==> config.mk <==
export PLATFORM = sky130hd
export DESIGN_NAME = input_port_buffer_flat
export DESIGN_NICKNAME = d
export VERILOG_FILES = /design/src/rtl/input_port_buffer_pkg.sv /design/src/rtl/input_port_buffer_if.sv /design/src/rtl/input_port_buffer_flit_fifo.sv /design/src/rtl/input_port_buffer.sv /design/src/flat_wrapper.sv
export SDC_FILE = /design/constraint.sdc
export NUM_CORES = 1
export LEC_CHECK = 0
export CORE_UTILIZATION = 49
export DETAILED_ROUTE_END_ITERATION = 7
export GPL_ROUTABILITY_DRIVEN = 0
export HOLD_SLACK_MARGIN = 0.02
export PLACE_DENSITY = 0.81
export SETUP_SLACK_MARGIN = 0.1
export SLEW_MARGIN = 20
export SYNTH_ARGS = -nofsm -noshare
export SYNTH_HDL_FRONTEND = slang
export SYNTH_SLANG_ARGS = --single-unit
==> constraint.sdc <==
create_clock -name clk -period 3.4 [get_ports clk]
set_input_delay 0.68 -clock clk [delete_from_list [all_inputs] [get_ports clk]]
set_output_delay 0.68 -clock clk [all_outputs]
set_load 0.05 [all_outputs]
==> src/rtl/input_port_buffer_pkg.sv <==
// Shared constants for the mesh router input port: address and direction widths,
// direction codes, FSM states and flit field offsets.
package input_port_buffer_pkg;

   localparam int ADDR_SZ  = 4;   // 3x3 mesh, node = row*3 + col
   localparam int BITS_DIR = 3;

   typedef enum logic [BITS_DIR-1:0] {
      DIR_LOCAL = 3'd0,
      DIR_EAST  = 3'd1,
      DIR_WEST  = 3'd2,
      DIR_SOUTH = 3'd3,
      DIR_NORTH = 3'd4
   } dir_e;

   typedef enum logic [1:0] {
      ST_IDLE  = 2'd0,
      ST_ROUTE = 2'd1,
      ST_REQ   = 2'd2,
      ST_XFER  = 2'd3
   } ipb_state_e;

   // Flit layout: {is_head, is_tail, dest[ADDR_SZ-1:0], payload[PAYLOAD_W-1:0]}
   function automatic int flit_w(input int payload_w);
      return 2 + ADDR_SZ + payload_w;
   endfunction

   function automatic int flit_head_bit(input int payload_w);
      return payload_w + ADDR_SZ + 1;
   endfunction

   function automatic int flit_tail_bit(input int payload_w);
      return payload_w + ADDR_SZ;
   endfunction

   function automatic int flit_dest_lsb(input int payload_w);
      return payload_w;
   endfunction

endpackage

==> src/rtl/input_port_buffer_if.sv <==
// Upstream link, routing-table, allocator and crossbar signals of one router input port.
// With IPB_CREDIT_EN defined, in_ready is replaced by a credit_out pulse per FIFO pop.
interface input_port_buffer_if
   import input_port_buffer_pkg::*;
#(
   parameter int PAYLOAD_W = 16
);
   localparam int FLIT_W = flit_w(PAYLOAD_W);

   logic [FLIT_W-1:0]   in_flit;
   logic                in_valid;
`ifdef IPB_CREDIT_EN
   logic                credit_out;
`else
   logic                in_ready;
`endif
   logic [ADDR_SZ-1:0]  table_addr;
   logic [BITS_DIR-1:0] table_data;
   logic                req_valid;
   logic [BITS_DIR-1:0] req_dir;
   logic                grant;
   logic [FLIT_W-1:0]   out_flit;
   logic                out_valid;
   logic                out_ready;
   logic                release_o;
   logic                err_drop;

`ifdef IPB_CREDIT_EN
   modport slave (
      input  in_flit, in_valid, table_data, grant, out_ready,
      output credit_out, table_addr, req_valid, req_dir, out_flit, out_valid, release_o, err_drop
   );
   modport master (
      output in_flit, in_valid, table_data, grant, out_ready,
      input  credit_out, table_addr, req_valid, req_dir, out_flit, out_valid, release_o, err_drop
   );
`else
   modport slave (
      input  in_flit, in_valid, table_data, grant, out_ready,
      output in_ready, table_addr, req_valid, req_dir, out_flit, out_valid, release_o, err_drop
   );
   modport master (
      output in_flit, in_valid, table_data, grant, out_ready,
      input  in_ready, table_addr, req_valid, req_dir, out_flit, out_valid, release_o, err_drop
   );
`endif

endinterface

==> src/rtl/input_port_buffer_flit_fifo.sv <==
// Registered flit FIFO (no fall-through); head is the oldest stored entry.
// DEPTH must be a power of two so the pointers wrap by plain overflow.
module flit_fifo #(
   parameter int DEPTH  = 4,
   parameter int FLIT_W = 22
) (
   input  logic              clk,
   input  logic              rst_n,
   input  logic              i_push,
   input  logic              i_pop,
   input  logic [FLIT_W-1:0] i_data,
   output logic [FLIT_W-1:0] o_head,
   output logic              o_full,
   output logic              o_empty
);
   localparam int PTR_W = $clog2(DEPTH);
   localparam int CNT_W = PTR_W + 1;

   logic [FLIT_W-1:0] r_mem [DEPTH];
   logic [PTR_W-1:0]  r_wr_ptr;
   logic [PTR_W-1:0]  r_rd_ptr;
   logic [CNT_W-1:0]  r_count;
   logic              w_do_push;
   logic              w_do_pop;

   assign o_full    = (r_count == CNT_W'(DEPTH));
   assign o_empty   = (r_count == '0);
   assign w_do_push = i_push && !o_full;
   assign w_do_pop  = i_pop && !o_empty;
   assign o_head    = r_mem[r_rd_ptr];

   // NOTE: the storage array is left unreset; r_count alone says which entries are valid.
   always_ff @(posedge clk) begin
      if (w_do_push) r_mem[r_wr_ptr] <= i_data;
   end

   // NOTE: state registers use non-blocking assignments so every register samples pre-edge values.
   always_ff @(posedge clk or negedge rst_n) begin
      if (!rst_n) begin
         r_wr_ptr <= '0;
         r_rd_ptr <= '0;
         r_count  <= '0;
      end else begin
         if (w_do_push) r_wr_ptr <= r_wr_ptr + PTR_W'(1);
         if (w_do_pop)  r_rd_ptr <= r_rd_ptr + PTR_W'(1);
         case ({w_do_push, w_do_pop})
            2'b10:   r_count <= r_count + CNT_W'(1);
            2'b01:   r_count <= r_count - CNT_W'(1);
            default: r_count <= r_count;
         endcase
      end
   end

endmodule

==> src/rtl/input_port_buffer.sv <==
// Router input port: buffers flits, looks up the head's route, requests the output
// port and streams the packet to the crossbar. IPB_CREDIT_EN selects credit flow control.
module input_port_buffer
   import input_port_buffer_pkg::*;
#(
   parameter int DEPTH     = 4,
   parameter int PAYLOAD_W = 16
) (
   input  logic               clk,
   input  logic               rst_n,
   input  logic [ADDR_SZ-1:0] id,
   input_port_buffer_if.slave bus
);
   localparam int FLIT_W        = flit_w(PAYLOAD_W);
   localparam int FLIT_HEAD_BIT = flit_head_bit(PAYLOAD_W);
   localparam int FLIT_TAIL_BIT = flit_tail_bit(PAYLOAD_W);
   localparam int FLIT_DEST_LSB = flit_dest_lsb(PAYLOAD_W);

   ipb_state_e         r_state;
   dir_e               r_route;
   logic               r_req_valid;
   logic [FLIT_W-1:0]  w_head;
   logic [ADDR_SZ-1:0] w_dest;
   logic               w_full;
   logic               w_empty;
   logic               w_drop;
   logic               w_xfer;
   logic               w_pop;
   logic               w_out_valid;

   flit_fifo #(
      .DEPTH  (DEPTH),
      .FLIT_W (FLIT_W)
   ) u_fifo (
      .clk     (clk),
      .rst_n   (rst_n),
      .i_push  (bus.in_valid),
      .i_pop   (w_pop),
      .i_data  (bus.in_flit),
      .o_head  (w_head),
      .o_full  (w_full),
      .o_empty (w_empty)
   );

   assign w_dest = w_head[FLIT_DEST_LSB +: ADDR_SZ];

   // NOTE: every signal gets a default first so no path through the block infers a latch.
   always_comb begin
      w_out_valid = 1'b0;
      w_drop      = 1'b0;
      w_xfer      = 1'b0;
      if (!w_empty) begin
         w_drop      = (r_state == ST_IDLE) && !w_head[FLIT_HEAD_BIT];
         w_out_valid = (r_state == ST_XFER);
         w_xfer      = (r_state == ST_XFER) && bus.out_ready;
      end
   end

   assign w_pop = w_drop || w_xfer;

   always_ff @(posedge clk or negedge rst_n) begin
      if (!rst_n) begin
         r_state     <= ST_IDLE;
         r_route     <= DIR_LOCAL;
         r_req_valid <= 1'b0;
      end else begin
         case (r_state)
            ST_IDLE: begin
               if (!w_empty && w_head[FLIT_HEAD_BIT]) r_state <= ST_ROUTE;
            end
            ST_ROUTE: begin
               r_route     <= dir_e'(bus.table_data);
               r_req_valid <= 1'b1;
               r_state     <= ST_REQ;
            end
            ST_REQ: begin
               if (bus.grant) begin
                  r_req_valid <= 1'b0;
                  r_state     <= ST_XFER;
               end
            end
            ST_XFER: begin
               if (w_xfer && w_head[FLIT_TAIL_BIT]) r_state <= ST_IDLE;
            end
            default: r_state <= ST_IDLE;
         endcase
      end
   end

   assign bus.table_addr = w_empty ? '0 : w_dest;
   assign bus.req_valid  = r_req_valid;
   assign bus.req_dir    = r_req_valid ? r_route : DIR_LOCAL;
   assign bus.out_valid  = w_out_valid;
   assign bus.out_flit   = w_out_valid ? w_head : '0;
   assign bus.release_o  = w_xfer && w_head[FLIT_TAIL_BIT];
   assign bus.err_drop   = w_drop;

`ifdef IPB_CREDIT_EN
   logic r_credit_out;

   always_ff @(posedge clk or negedge rst_n) begin
      if (!rst_n) r_credit_out <= 1'b0;
      else        r_credit_out <= w_pop;
   end

   assign bus.credit_out = r_credit_out;

   // Upstream must never spend a credit it does not hold; such a flit is dropped by the FIFO.
   a_no_push_when_full: assert property (@(posedge clk) disable iff (!rst_n)
      bus.in_valid |-> !w_full);
`else
   assign bus.in_ready = !w_full;
`endif

   // A head addressed to this node must come back from the table as LOCAL.
   a_self_routes_local: assert property (@(posedge clk) disable iff (!rst_n)
      (r_state == ST_ROUTE && w_dest == id) |-> (bus.table_data == BITS_DIR'(DIR_LOCAL)));

endmodule

==> src/flat_wrapper.sv <==
// flat-port wrapper written by rule: the top's interface ports become plain ports
module input_port_buffer_flat import input_port_buffer_pkg::*;
#(
   parameter int DEPTH     = 4,
   parameter int PAYLOAD_W = 16
)
  (clk, rst_n, id, bus_in_flit, bus_in_valid, bus_table_data, bus_grant, bus_out_ready, bus_in_ready, bus_table_addr, bus_req_valid, bus_req_dir, bus_out_flit, bus_out_valid, bus_release_o, bus_err_drop);
  input_port_buffer_if #(.PAYLOAD_W(PAYLOAD_W)) bus_i ();
  input  logic clk;
  input  logic rst_n;
  input  logic [ADDR_SZ-1:0] id;
  input wire logic [$bits(bus_i.in_flit)-1:0] bus_in_flit;
  input wire logic [$bits(bus_i.in_valid)-1:0] bus_in_valid;
  input wire logic [$bits(bus_i.table_data)-1:0] bus_table_data;
  input wire logic [$bits(bus_i.grant)-1:0] bus_grant;
  input wire logic [$bits(bus_i.out_ready)-1:0] bus_out_ready;
  output wire logic [$bits(bus_i.in_ready)-1:0] bus_in_ready;
  output wire logic [$bits(bus_i.table_addr)-1:0] bus_table_addr;
  output wire logic [$bits(bus_i.req_valid)-1:0] bus_req_valid;
  output wire logic [$bits(bus_i.req_dir)-1:0] bus_req_dir;
  output wire logic [$bits(bus_i.out_flit)-1:0] bus_out_flit;
  output wire logic [$bits(bus_i.out_valid)-1:0] bus_out_valid;
  output wire logic [$bits(bus_i.release_o)-1:0] bus_release_o;
  output wire logic [$bits(bus_i.err_drop)-1:0] bus_err_drop;
  assign bus_i.in_flit = bus_in_flit;
  assign bus_i.in_valid = bus_in_valid;
  assign bus_i.table_data = bus_table_data;
  assign bus_i.grant = bus_grant;
  assign bus_i.out_ready = bus_out_ready;
  assign bus_in_ready = bus_i.in_ready;
  assign bus_table_addr = bus_i.table_addr;
  assign bus_req_valid = bus_i.req_valid;
  assign bus_req_dir = bus_i.req_dir;
  assign bus_out_flit = bus_i.out_flit;
  assign bus_out_valid = bus_i.out_valid;
  assign bus_release_o = bus_i.release_o;
  assign bus_err_drop = bus_i.err_drop;
  input_port_buffer #(.DEPTH(DEPTH), .PAYLOAD_W(PAYLOAD_W)) u_core (.clk(clk), .rst_n(rst_n), .id(id), .bus(bus_i));
endmodule
# After elaboration in Yosys (flattened, before gate mapping)
# Memory sizes are Yosys's and may differ from the RTL's.
# Index checks and enable logic that the tools add are counted.
classes:
  n_addsub: 4
  n_eq_ne: 9
  mux: 15
  n_reduce_logical: 16
ops:
  columns: ["operator", "count"]
  rows:
  - ["22-bit two-way mux", 1]
  - ["2-bit one-hot mux with 4 select lines", 1]
  - ["2-bit equality test (second input constant)", 3]
  - ["1-bit logical AND", 6]
  - ["1-bit two-way mux", 6]
  - ["2-bit two-way mux", 3]
  - ["2-bit != test (second input constant)", 3]
  - ["3-bit one-hot mux with 2 select lines", 1]
  - ["2-bit by 1-bit adder with 2-bit output (second input constant)", 2]
  - ["2-bit by 1-bit equality test with 1-bit output (second input constant)", 2]
  - ["4-bit two-way mux", 1]
  - ["2-bit nonzero test", 2]
  - ["3-bit by 1-bit adder with 3-bit output (second input constant)", 1]
  - ["3-bit equality test (second input constant)", 1]
  - ["1-bit zero test", 3]
  - ["3-bit zero test", 1]
  - ["3-bit two-way mux", 1]
  - ["3-bit AND reduction", 1]
  - ["3-bit by 1-bit subtractor with 3-bit output (second input constant)", 1]
  - ["2-bit zero test", 1]
  - ["1-bit one-hot mux with 2 select lines", 1]
  - ["2-bit AND reduction", 1]
  - ["1-bit logical OR", 1]
totals:
  register_bits: 13
  mem_bits_rw: 88
  input_bits: 34
  out_inout_bits: 34
  elab_cells: 51
  mem_count: 1
mem_list:
  columns: ["name", "words", "word_bits", "read_ports", "rd_ports_with_merged_regs", "wr", "line", "text"]
  rows:
  - ["u_core.u_fifo.r_mem", 4, 22, 1, 0, 1, "input_port_buffer_flit_fifo.sv:19", "logic [FLIT_W-1:0] r_mem [DEPTH];"]

# Longest topological paths before layout
# Gate-level depths: netlist of run 1.
# An unclocked memory read counts as a cell.
depth:
  word_depth: 8
  mapped_depth: 11
  ltp_nobuf: 11

# Modules after synthesis
# Synthesis of run 1 repeated with hierarchy kept, for this count alone.
hier_totals:
  cells_unflattened: 214
  hier_area_um2: 4199.0
modules_own_cells:
  columns: ["module", "n_inst", "cells_each", "area_each_um2", "seq_area_each_um2"]
  rows:
  - ["flit_fifo", 1, 152, 3639.7, 2817.7]
  - ["input_port_buffer", 1, 62, 559.3, 150.1]

# Worst setup path after synthesis of run 1
# OpenSTA, ideal clock, no wires.
synth_path:
  path_type: "reg-to-output"
  from: "reg u_core.u_fifo.r_count[0]"
  to: "out bus_out_flit[21]"
  arrival_ns: 1.954
  required_time_ns: 2.720
  path_slack_ns: 0.766
  stages_incl_launch_ff: 5
  path_buffers: 1
  cell_sequence: "dfrtp_1 > or3_1 > clkbuf_1 > and2_1 > nor2b_1"
synth_via:
  elab_chain_len: 3
synth_rtl:
  columns: ["item", "line", "text"]
  rows:
  - ["from (decl)", "input_port_buffer_flit_fifo.sv:22", "logic [CNT_W-1:0] r_count;"]
  - ["from (signal assigned)", "input_port_buffer_flit_fifo.sv:47", "2'b10: r_count <= r_count + CNT_W'(1);"]
  - ["from (signal assigned)", "input_port_buffer_flit_fifo.sv:48", "2'b01: r_count <= r_count - CNT_W'(1);"]
  - ["from (signal assigned)", "input_port_buffer_flit_fifo.sv:49", "default: r_count <= r_count;"]
  - ["3-bit zero test", "input_port_buffer_flit_fifo.sv:27", "assign o_empty = (r_count == '0);"]
  - ["1-bit two-way mux", "input_port_buffer.sv:52", "if (!w_empty) begin"]
  - ["via bus_out_valid", "flat_wrapper.sv:22", "output wire logic [$bits(bus_i.out_valid)-1:0] bus_out_valid;"]
  - ["22-bit two-way mux", "input_port_buffer.sv:94", "assign bus.out_flit = w_out_valid ? w_head : '0;"]
  - ["to (decl)", "flat_wrapper.sv:21", "output wire logic [$bits(bus_i.out_flit)-1:0] bus_out_flit;"]
# The timed path passes the listed nets, and every way through them passes these cells.

# Final worst setup path of run 1
layout_path:
  from: "reg u_core.u_fifo.r_rd_ptr[0]"
  to: "out bus_out_flit[0]"
layout_via:
  elab_chain_len: 2
layout_rtl:
  columns: ["item", "line", "text"]
  rows:
  - ["from (decl)", "input_port_buffer_flit_fifo.sv:21", "logic [PTR_W-1:0] r_rd_ptr;"]
  - ["from (signal assigned)", "input_port_buffer_flit_fifo.sv:45", "if (w_do_pop) r_rd_ptr <= r_rd_ptr + PTR_W'(1);"]
  - ["memory 4 x 22 bit", null, null]
  - ["22-bit two-way mux", "input_port_buffer.sv:94", null]
# No other way between the ends.

==> flow_results.org, run 1 <==
** Run status
- The run finished with clean final reports.

** Drt
- Total length of routed wires :: 7490 um
- Number of DRC violations after detailed routing :: 0
- After the first detailed-routing iteration, the DRC count stood at 112.
- Wire length per cell :: 18.3 um
- Detailed-route via count :: 2,222
- In this run the remaining antenna-violating nets after routing total 0.
- First drt pass iteration count :: 4
- In the routed layout, each cell is associated on average with a via count of 5.45.

** Timing
- Period utilization :: 95.0%
- Setup repair after global routing left no endpoint under its margin.
- Setup violations remaining at the end of the flow were counted as 0.
- Setup Total Neg Slack :: 0 ns
- The count of pins over their slew limit came to 0.
- The worst pin sits at a relative slew slack of 60.5%.
- The clock period could shrink to 3.23 ns.
- Final hold violations :: 0
- Max Fclk :: 0.310 GHz
- Max Clock Skew :: 0.00928 ns
- At the pin with the least slew margin, the transition time is 0.591 ns.

** Setup path
- Data on the critical path arrives at its endpoint at 2.55 ns.
- The critical path in this run is classified as reg -> out.
- Startpoint type of the worst setup path :: register
- The number of cells on the worst reg-to-reg path is 10.
- Required time of the critical path :: 2.72 ns
- Endpoint class of the critical path :: output port
- In this run the worst path has a maximum fanout of 12.

** GRT
- Entering global routing, the biggest net connects 31 pins.
- Global routing finished with a remaining overflow of 0.
- Total routing resource utilization after global routing :: 18.5%
- Number of antenna violations at the first check in global routing :: 0
- The via count of the first global-routing pass is 2,312.
- Wire length of the first global-routing pass :: 11,800 um

** Synthesis
- Register area share after synthesis :: 70.8%
- Synth Cell Area :: 4190 um2
- Predominant post-synthesis flop cell :: sky130_fd_sc_hd__edfxtp_1
- Count of flip-flops with a built-in enable after synthesis :: 88
- Yosys instantiated no cell more often than sky130_fd_sc_hd__edfxtp_1.
- Count of state elements after synthesis :: 101
- During synthesis, Yosys emitted a total of 0 warnings.
- Cell taking the most area after synthesis :: sky130_fd_sc_hd__edfxtp_1
- Ys async rst share :: 12.9%
- Top cells by area, synth :: sky130_fd_sc_hd__edfxtp_1, sky130_fd_sc_hd__mux4_2, sky130_fd_sc_hd__dfrtp_1
- Per-instance average area after synthesis :: 18.6 um2
- Post-synth cell types :: 27
- Post-synth net total :: 271
- Most common library cells after synthesis :: sky130_fd_sc_hd__edfxtp_1, sky130_fd_sc_hd__and3_1, sky130_fd_sc_hd__mux4_2
- Gate Count Post-Synth :: 226
- The share of synthesized area in the top cell type comes to 63.0%.

** Layout
- The final layout contains 344 nets.
- Diodes inserted :: 0
- Proportion of layout cells with a drive suffix above 1 :: 19.5%
- Relative to the synthesized area, the layout overhead comes to 24.4%.
- Fill count :: 602

** Floorplanning
- I/O pins :: 68
- Die width :: 94.5 um
- After floorplanning, the core was divided into 33 placement rows.
- Die outline height :: 94.5 um
- The initial utilization of the core area, before any placement, comes to 50.8%.
- Standard cell core area :: 8260 um2
- The floorplan step defined a die boundary enclosing 8930 um2.

** Run
- The tool flagged a number of max-cap violations equal to 0.

** Clock tree
- The clock drives 101 sinks.
- Root Buffer Master :: sky130_fd_sc_hd__clkbuf_8
- Total setup buffers inserted after CTS :: 0
- Cts bufs inserted :: 9
- Skew-Pair Late Insertion Delay :: 0.35 ns
- TritonCTS built the clock tree.
- The H-tree generated during clock tree synthesis spans 3 levels.
- Clock slew seen by the registers of the worst setup and hold paths :: 0.09 ns
- PostCTS Resize Cnt :: 0
- Quantity of hold-fixing buffers added after cts :: 0
- Bufs on Longest Clock Path :: 2

** Pwr
- Power comes to 4.89 mW.
- Leak :: 2.16 nW
- Dividing total power by cell area gives a power density of 937 nW/um2.
- VDD sags by at most 0.455 mV.

** Worst hold path
- The worst hold path belongs to the class reg -> reg.
- Hold Path Stages :: 1

** Place
- Input and output buffers added on the ports amount to 63.
- Estimated wirelength of the detail-placed design :: 4790 um
==> layout by cell type, fill, tap and decap left out, drive strengths merged, types with 2 or more instances in the layout <==
| cell type | instances |
|---|---|
| dlymetal6s2s | 16 |
| inv | 11 |
| mux2i | 3 |
| clkinv | 4 |
| xor2 | 3 |
| nand3 | 2 |
| xnor2 | 3 |
| and2 | 12 |
| dfrtp | 13 |
| ha | 10 |
| mux2 | 7 |
| and3 | 25 |
| clkdlybuf4s50 | 44 |
| mux4 | 21 |
| clkbuf | 9 |
| buf | 13 |
| nand2 | 2 |
| nor2 | 6 |
| o22ai | 3 |
| edfxtp | 88 |
==> where the power goes <==
part | internal [mW] | total, mW | switching [mW]
Sequential | 1.67 | 1.79 | 0.127
Clock | 0.329 | 0.697 | 0.369
Combinational | 0.994 | 2.39 | 1.40
==> worst paths after layout <==
check / end / slack (ns) / start
worst max-delay path: bus_out_flit[0] / 0.17 / u_core.u_fifo.r_rd_ptr[0]$_DFFE_PN0P_
worst min-delay path: u_core.u_fifo.r_count[2]$_DFFE_PN0P_ / 0.49 / u_core.u_fifo.r_count[2]$_DFFE_PN0P_
worst max register to register: u_core.u_fifo.r_count[2]$_DFFE_PN0P_ / 0.68 / u_core.u_fifo.r_rd_ptr[1]$_DFFE_PN0P_
worst min register to register: u_core.u_fifo.r_count[2]$_DFFE_PN0P_ / 0.49 / u_core.u_fifo.r_count[2]$_DFFE_PN0P_
max in group asynchronous: u_core.u_fifo.r_rd_ptr[0]$_DFFE_PN0P_ / 2.29 / rst_n
min in group asynchronous: u_core.r_route[2]$_DFFE_PN0P_ / 0.69 / rst_n
==> sequential cells by signal, indices dropped and copies added, names as in the netlist <==
register	flops
u_core.bus.req_valid	1
u_core.r_state	2
u_core.u_fifo.r_count	3
u_core.u_fifo.r_wr_ptr	2
u_core.u_fifo.r_mem	88
u_core.r_route	3
u_core.u_fifo.r_rd_ptr	2
==> per-layer routing <==
metal / routed length [um] / part of all wire [%] / GRT usage, % / vias up
met3: 413 / 5.5 / 4.99 / 11
met4: 117 / 1.6 / 5.81 / 0
li1: - / - / - / 1013
met1: 3070 / 41 / 22.4 / 1126
met5: 0 / 0 / 0 / -
met2: 3890 / 52 / 32.4 / 72
==> metrics by stage <==
step / cells / cell area [um2] / hold slack (ns) / utilization, % / setup slack [ns]
after detailed placement: 393 / 5000 / 0.482 / 60.5 / 0.501
after CTS: 408 / 5170 / 0.495 / 62.7 / 0.102
after global placement: 393 / 5000 / 0.472 / 60.5 / 0.514
after global routing: 408 / 5220 / 0.523 / 63.2 / 0.102
final: 408 / 5220 / 0.492 / 63.2 / 0.170
after floorplan: 226 / 4190 / 0.384 / - / 0.766
==> critical path, cell delays in order, from the launching register on <==
cell	delay, ns
sky130_fd_sc_hd__dfrtp_2	0.60
sky130_fd_sc_hd__buf_4	0.21
sky130_fd_sc_hd__mux4_2	0.48
sky130_fd_sc_hd__and3_1	0.19
sky130_fd_sc_hd__clkdlybuf4s50_1	0.70
==> cell families (layout without fill, tap and decap cells) <==
logic type / count (synthesis) / in the layout / share of synthesized area (%)
flops: 101 / 101 / 70.8
simple gates: 51 / 51 / 7.49
mux: 31 / 31 / 14.0
buf+inv: 22 / 99 / 2.24
fa+ha+maj: 11 / 11 / 3.46
xor+xnor: 6 / 6 / 1.25
compound gates: 4 / 4 / 0.806
==> cell type report <==
class                      instances  area, um2  area share [%]
sequential                       101       2970            56.9
multi-input combinational        103       1130            21.7
timing repair buffer              73        763            14.6
tap                              105        131            2.52
clock buffer                       9        124            2.37
clock inverter                     6       55.1            1.06
inverter                          11       41.3           0.792
Power figures use the tool's default switching activity.
==> inputs of run 2 (changes only) <==
CORE_UTILIZATION = 57   (was 49)
CTS_BUF_LIST = sky130_fd_sc_hd__clkbuf_16   (was not set)
PLACE_DENSITY = 0.91   (was 0.81)
==> run 2 against run 1 <==
Critical path depth unchanged. Combinational power about the same. Core utilization increased by 13 points. Count of clock-buffer cells in the layout did not move. Maximum frequency grew 0.45%.
==> flow_results.org, run 2 (same netlist as run 1, synthesis figures left out) <==
** Setup path
- Endpoint arrival time on the critical path :: 2.54 ns
- Startpoint type of the worst setup path :: register
- Of all nets on the critical path, the largest fanout is 18.
- Worst Path Class, Setup :: reg -> out
- The worst setup path is captured at an output port.
- STA puts the critical path data required time at 2.72 ns.

** Floorplanning
- Site Rows :: 30
- Total die area :: 7700 um2
- The floorplan step defined a core boundary enclosing 6940 um2.
- I/O pins :: 68
- Initial Util :: 60.4%
- The floorplan step set the die height to 87.8 um.
- From left edge to right edge, the die measures 87.8 um.

** Timing
- The final number of hold-violating endpoints is 0.
- Pins Over Slew Limit :: 0
- For the final database, setup skew stands at 0.00593 ns.
- RSZ-0062 raised after global routing :: yes
- Worst hold margin :: 0.500 ns
- Setup Total Neg Slack :: 0 ns
- Setup slack on the critical path of the routed design comes to 0.184 ns.
- Final setup violating endpoints :: 0
- Period utilization :: 94.6%
- Min Tclk post-route :: 3.22 ns
- Worst slew pin tran :: 0.590 ns
- In this run the tightest slew margin relative to its limit is 60.6%.
- Derived from the worst setup path, the maximum achievable clock frequency is 0.311 GHz.

** Drt
- The routed design has 7490 um of wire.
- Detailed-route via count :: 2,238
- Avg Vias per Cell :: 5.64
- In the routed design, unresolved DRC markers number 0.
- First drt pass iteration count :: 4
- The first routing iteration left 101 violations.
- The detail route stage leaves a number of antenna-violating nets equal to 0.
- After detailed routing, the average wire length per cell comes to 18.9 um.

** Pwr
- The worst-case IR drop observed on VDD is 0.432 mV.
- Power Total :: 5.15 mW
- In this run the static leakage power is 2.04 nW.
- P per Cell Area :: 978 nW/um2

** GRT
- For this run the aggregate overflow at the end of global routing stands at 0.
- Number of antenna violations at the first check in global routing :: 0
- The first global-routing pass estimated 11,800 um of wire.
- Entering global routing, the biggest net connects 31 pins.
- The via count of the first global-routing pass is 2,299.
- Global routing used 21.7% of the available tracks across all layers.

** Layout
- The register with the most flip-flops in the layout has 88 of them.
- In the layout the commonest cells are sky130_fd_sc_hd__edfxtp_1, sky130_fd_sc_hd__clkdlybuf4s50_1, sky130_fd_sc_hd__and3_1.
- Final core occ :: 75.8%
- Counting flops per register, the top entry is u_core.u_fifo.r_mem.
- Layout overhead on the synthesized area :: 25.6%
- Net count reported at finish :: 341
- The library cell used most frequently in the layout, excluding fill and tap cells, is sky130_fd_sc_hd__edfxtp_1.
- Diodes inserted :: 0
- Filler-free cell count of the finished design :: 397
- Post-route design area :: 5270 um2
- Proportion of layout cells with a drive suffix above 1 :: 19.6%
- Largest registers ranked by flip-flop count :: u_core.u_fifo.r_mem x88, u_core.r_route x3, u_core.u_fifo.r_count x3
- The layout has 384 filler cells.

** Place
- The number of placed instances, taps included, is 381.
- The HPWL after detailed placement is 4550 um.
- Minimum setup slack after placement :: 0.492 ns
- Total of buffers placed on input and output ports :: 63
- Placement-stage cell area :: 4960 um2

** Clock tree
- The clock net in this run drives a total of 101 sinks.
- For the worst-skew pair, the clock arrives at the later sink with an insertion delay of 0.34 ns.
- Depth of the CTS H-tree :: 3
- Clock-pin slew was measured on the worst setup and hold paths at 0.07 ns.
- TritonCTS built the clock tree.
- The number of hold buffers added after CTS was 0.
- The cell sitting at the root of the clock tree is a sky130_fd_sc_hd__clkbuf_16.
- Bufs on Longest Clock Path :: 2
- Clock tree synthesis inserted a total of 9 buffers.

** Run
- Max-cap violations :: 0

** Run status
- Run status :: finished, final reports clean

** Worst hold path
- Min-Delay Path Class :: reg -> reg
run 2: repair_timing:
item	in CTS	in global routing
gates resized for setup	0	8
setup endpoints to repair	0	25
buffers inserted	0	0
run 2: worst max-delay path: stages, from the launching register on:
cell                              delay [ns]
sky130_fd_sc_hd__dfrtp_2                0.54
sky130_fd_sc_hd__buf_12                 0.24
sky130_fd_sc_hd__mux4_2                 0.50
sky130_fd_sc_hd__and3_1                 0.20
sky130_fd_sc_hd__clkdlybuf4s50_1        0.70
run 2: final cells by class:
cell class	instances	area [um2]	share of cell area, %
tap	96	120	2.28
timing repair buffer	70	718	13.6
clock inverter	7	58.8	1.12
inverter	11	41.3	0.784
sequential	101	2970	56.4
clock buffer	9	225	4.28
multi-input combinational	103	1130	21.5
run 2: power breakdown:
group | switching (mW) | total (mW) | leakage [nW] | internal (mW)
Clock | 0.457 | 0.964 | 0.138 | 0.508
Sequential | 0.126 | 1.80 | 0.956 | 1.67
Combinational | 1.41 | 2.39 | 0.944 | 0.978
run 2: routing by layer:
metal	global-route usage (%)	part of all wire, %
met1	27.1	41
met3	4.15	4.9
met4	11.0	2.2
met5	0	0
met2	36.7	52
run 2: path summary, 6_finish.rpt:
| path | start | slack, ns | end | depth (start not counted) |
|---|---|---|---|---|
| max in group asynchronous | rst_n | 2.27 | u_core.u_fifo.r_rd_ptr[0]$_DFFE_PN0P_ | 1 |
| min reg2reg | u_core.r_route[2]$_DFFE_PN0P_ | 0.50 | u_core.r_route[2]$_DFFE_PN0P_ | 1 |
| min in group asynchronous | rst_n | 0.71 | u_core.u_fifo.r_count[0]$_DFFE_PN0P_ | 1 |
| max | u_core.u_fifo.r_rd_ptr[0]$_DFFE_PN0P_ | 0.18 | bus_out_flit[14] | 4 |
| min | u_core.r_route[2]$_DFFE_PN0P_ | 0.50 | u_core.r_route[2]$_DFFE_PN0P_ | 1 |
| max reg2reg | u_core.u_fifo.r_rd_ptr[1]$_DFFE_PN0P_ | 0.62 | u_core.u_fifo.r_count[2]$_DFFE_PN0P_ | 10 |
==> inputs of run 3 (changes only) <==
PLACE_DENSITY = 0.86   (was 0.91)
==> run 3 against run 2 <==
Critical path depth is 1 lower. Wire length down 1.2%. First-iteration DRC count is 14% lower. Die area unchanged. Worst hold slack worse by 0.010 ns. Non-clock buffer count up 1. Largest power group unchanged. Highest routed layer unchanged.
==> flow_results.org, run 3 (same netlist as run 1, synthesis figures left out) <==
** Run status
- The flow ran to the end, and the final reports show no timing, DRC or antenna violations.

** Timing
- Setup violations remaining at the end of the flow were counted as 0.
- The final number of hold-violating endpoints is 0.
- Subtracting the final worst setup slack from the clock period gives 3.14 ns.
- The count of pins over their slew limit was 0.
- The tightest hold path in the finished design has a slack of 0.490 ns.
- Period utilization :: 92.3%
- Headroom to the max-slew limit came out at 59.1%.
- Max Fclk :: 0.319 GHz
- Worst slew pin tran :: 0.612 ns
- Setup repair after global routing left no endpoint under its margin.
- Setup Total Neg Slack :: 0 ns
- Once routing completed, OpenROAD measured the worst setup slack at 0.263 ns.
- Max Clock Skew :: 0.00384 ns

** Drt
- The first detailed-routing pass took 4 iterations.
- After the first detailed-routing iteration, the DRC count stood at 87.
- Avg Vias per Cell :: 5.52
- After detailed routing, the average wire length per cell comes to 18.6 um.
- For this run, design rule violations remaining after detail routing come to 0.
- Number of nets still failing antenna checks after routing :: 0
- Total length of routed wires :: 7400 um
- Detailed-route via count :: 2,195

** GRT
- met2 is the most crowded layer.
- Total grt overflow :: 0
- The first global-routing pass estimated 11,700 um of wire.
- Total routing resource utilization after global routing :: 21.7%
- For met3 alone, demand over resource in global routing was 3.96%.
- The initial antenna violation count was 0.
- Number of global-route vias before repair :: 2,365
- For met2 alone, demand over resource in global routing was 37.4%.
- Met1 Track Usage GR :: 26.5%
- Entering global routing, the biggest net connects 28 pins.

** Clock tree
- The number of setup buffers added after CTS is 0.
- Root Buffer Master :: sky130_fd_sc_hd__clkbuf_16
- The clock passes through at most 2 buffers.
- TritonCTS built the clock tree.
- In this run, CTS created clock tree buffers numbering 9.
- The number of hold buffers added after CTS was 0.
- Clock slew seen by the registers of the worst setup and hold paths :: 0.06 ns
- Count of clock tree sinks :: 101
- The H-tree was split into 3 levels.
- For the worst-skew pair, the clock arrives at the later sink with an insertion delay of 0.34 ns.

** Setup path
- CP endpoint :: bus_out_flit[15]
- Reg-to-reg slack, setup :: 0.73 ns
- Data arrives at the worst endpoint at 2.46 ns.
- Tracing the worst setup path back leads to its startpoint at u_core.u_fifo.r_count[0]$_DFFE_PN0P_.
- Register-to-Register Path Depth :: 10
- In this run the critical register-to-register path is captured at u_core.u_fifo.r_count[2]$_DFFE_PN0P_.
- The startpoint identified for the worst register-to-register timing path is u_core.u_fifo.r_rd_ptr[1]$_DFFE_PN0P_.
- Of all nets on the critical path, the largest fanout is 27.
- The critical path in this run is classified as reg -> out.
- The worst setup path is captured at an output port.
- STA classifies the critical path startpoint as a register.
- Required time of the critical path :: 2.72 ns

** Layout
- Leaving out fill and tap cells, the most frequent cells in the layout are sky130_fd_sc_hd__edfxtp_1, sky130_fd_sc_hd__clkdlybuf4s50_1, sky130_fd_sc_hd__and3_1.
- At the end of the flow, the number of nets in the layout was 342.
- Compared with the post-synthesis result, the final layout area differs by 25.1%.
- After routing the design area is 5250 um2.
- u_core.u_fifo.r_mem holds more flip-flops than any other register.
- The library cell used most frequently in the layout, excluding fill and tap cells, is sky130_fd_sc_hd__edfxtp_1.
- Final core occ :: 75.5%
- The register with the most flip-flops in the layout has 88 of them.
- Filler-free cell count of the finished design :: 398
- The post-route netlist has 19.5% of its cells at a drive strength greater than 1.
- Diodes inserted :: 0
- Fill count :: 394
- In the final layout, the registers with the most flip-flops are u_core.u_fifo.r_mem x88, u_core.r_route x3, u_core.u_fifo.r_count x3.

** Floorplanning
- Site Rows :: 30
- Initial Util :: 60.4%
- The floorplan step defined a die boundary enclosing 7700 um2.
- Die outline height :: 87.8 um
- Die width :: 87.8 um
- 68 I/O pins were placed.
- The region available for standard cell placement spans 6940 um2.

** Place
- The wire-length estimate of the detail-placed layout is 4660 um.
- Once placement completed, the tool counted placed cells totaling 382.
- Placement-stage cell area :: 4970 um2
- The count of buffers added on input and output ports is 63.
- Timing analysis after detailed placement gives a worst setup slack of 0.562 ns.

** Pwr
- Switching part of the total power :: 38.4%
- Net switching power of the design :: 1.97 mW
- The analysis attributes to cell leakage a power of 1.93 nW.
- Gate power share :: 47.2%
- Power Total :: 5.12 mW
- Fraction of power consumed by the clock network :: 18.2%
- Part of the power in registers :: 34.5%
- Cell-internal power :: 3.16 mW
- Worst VDD drop :: 0.493 mV
- P per Cell Area :: 977 nW/um2

** Run
- Max-cap violations :: 0

** Worst hold path
- In this run the most critical hold path is launched from u_core.u_fifo.r_count[0]$_DFFE_PN0P_.
- In this run the worst hold path is classified as reg -> reg.
-- run 3: cell count changes in the layout (fill, tap and decap cells not counted), sizes merged --
| cell | previous run | this run |
|---|---|---|
| buf | 10 | 11 |
| clkinv | 3 | 4 |
| clkdlybuf4s50 | 53 | 60 |
| dlymetal6s2s | 7 | 0 |
| inv | 14 | 13 |
-- run 3: power groups by stage --
stage               Clock (mW)  Combinational, mW  Sequential, mW
floorplan                    0               1.74            1.78
global placement             0               2.39            1.77
detailed placement           0               2.43            1.80
CTS                      0.954               2.44            1.77
global route              1.00               2.58            1.79
finish                   0.933               2.42            1.77
-- run 3: layout make-up --
cell class	count	area [um2]	share of cell area, %
Inverter	11	41.3	0.787
Sequential cell	101	2970	56.6
Clock buffer	9	225	4.29
Tap cell	96	120	2.29
Timing Repair Buffer	71	708	13.5
Multi-Input combinational cell	103	1130	21.6
Clock inverter	7	50.0	0.954
-- run 3: critical path: stages, from the launching register on --
cell	delay (ns)
sky130_fd_sc_hd__dfrtp_1	0.40
sky130_fd_sc_hd__or3_2	0.70
sky130_fd_sc_hd__and3_1	0.30
sky130_fd_sc_hd__clkdlybuf4s50_1	0.70
-- run 3: worst min-delay path by stage --
stage,cells past startpoint,endpoint
after detailed placement,1,u_core.u_fifo.r_count[0]$_DFFE_PN0P_
final,1,u_core.u_fifo.r_count[0]$_DFFE_PN0P_
after global placement,1,u_core.u_fifo.r_count[0]$_DFFE_PN0P_
after floorplan,0,u_core.bus.req_valid$_DFFE_PN0P_
after global routing,1,u_core.u_fifo.r_count[2]$_DFFE_PN0P_
after CTS,1,u_core.u_fifo.r_count[0]$_DFFE_PN0P_
-- run 3: repair_timing --
action                                  4_1_cts  5_1_grt
hold endpoints to repair                      0        0
endpoints found under the setup margin        0       13
resized for setup                             0        1
-- run 3: metal layers --
metal	routed length, um	vias up	share of wire [%]
met1	3070	1105	41
li1	-	1018	-
met3	309	11	4.2
met2	3880	61	52
met5	0	-	0
met4	145	0	2.0
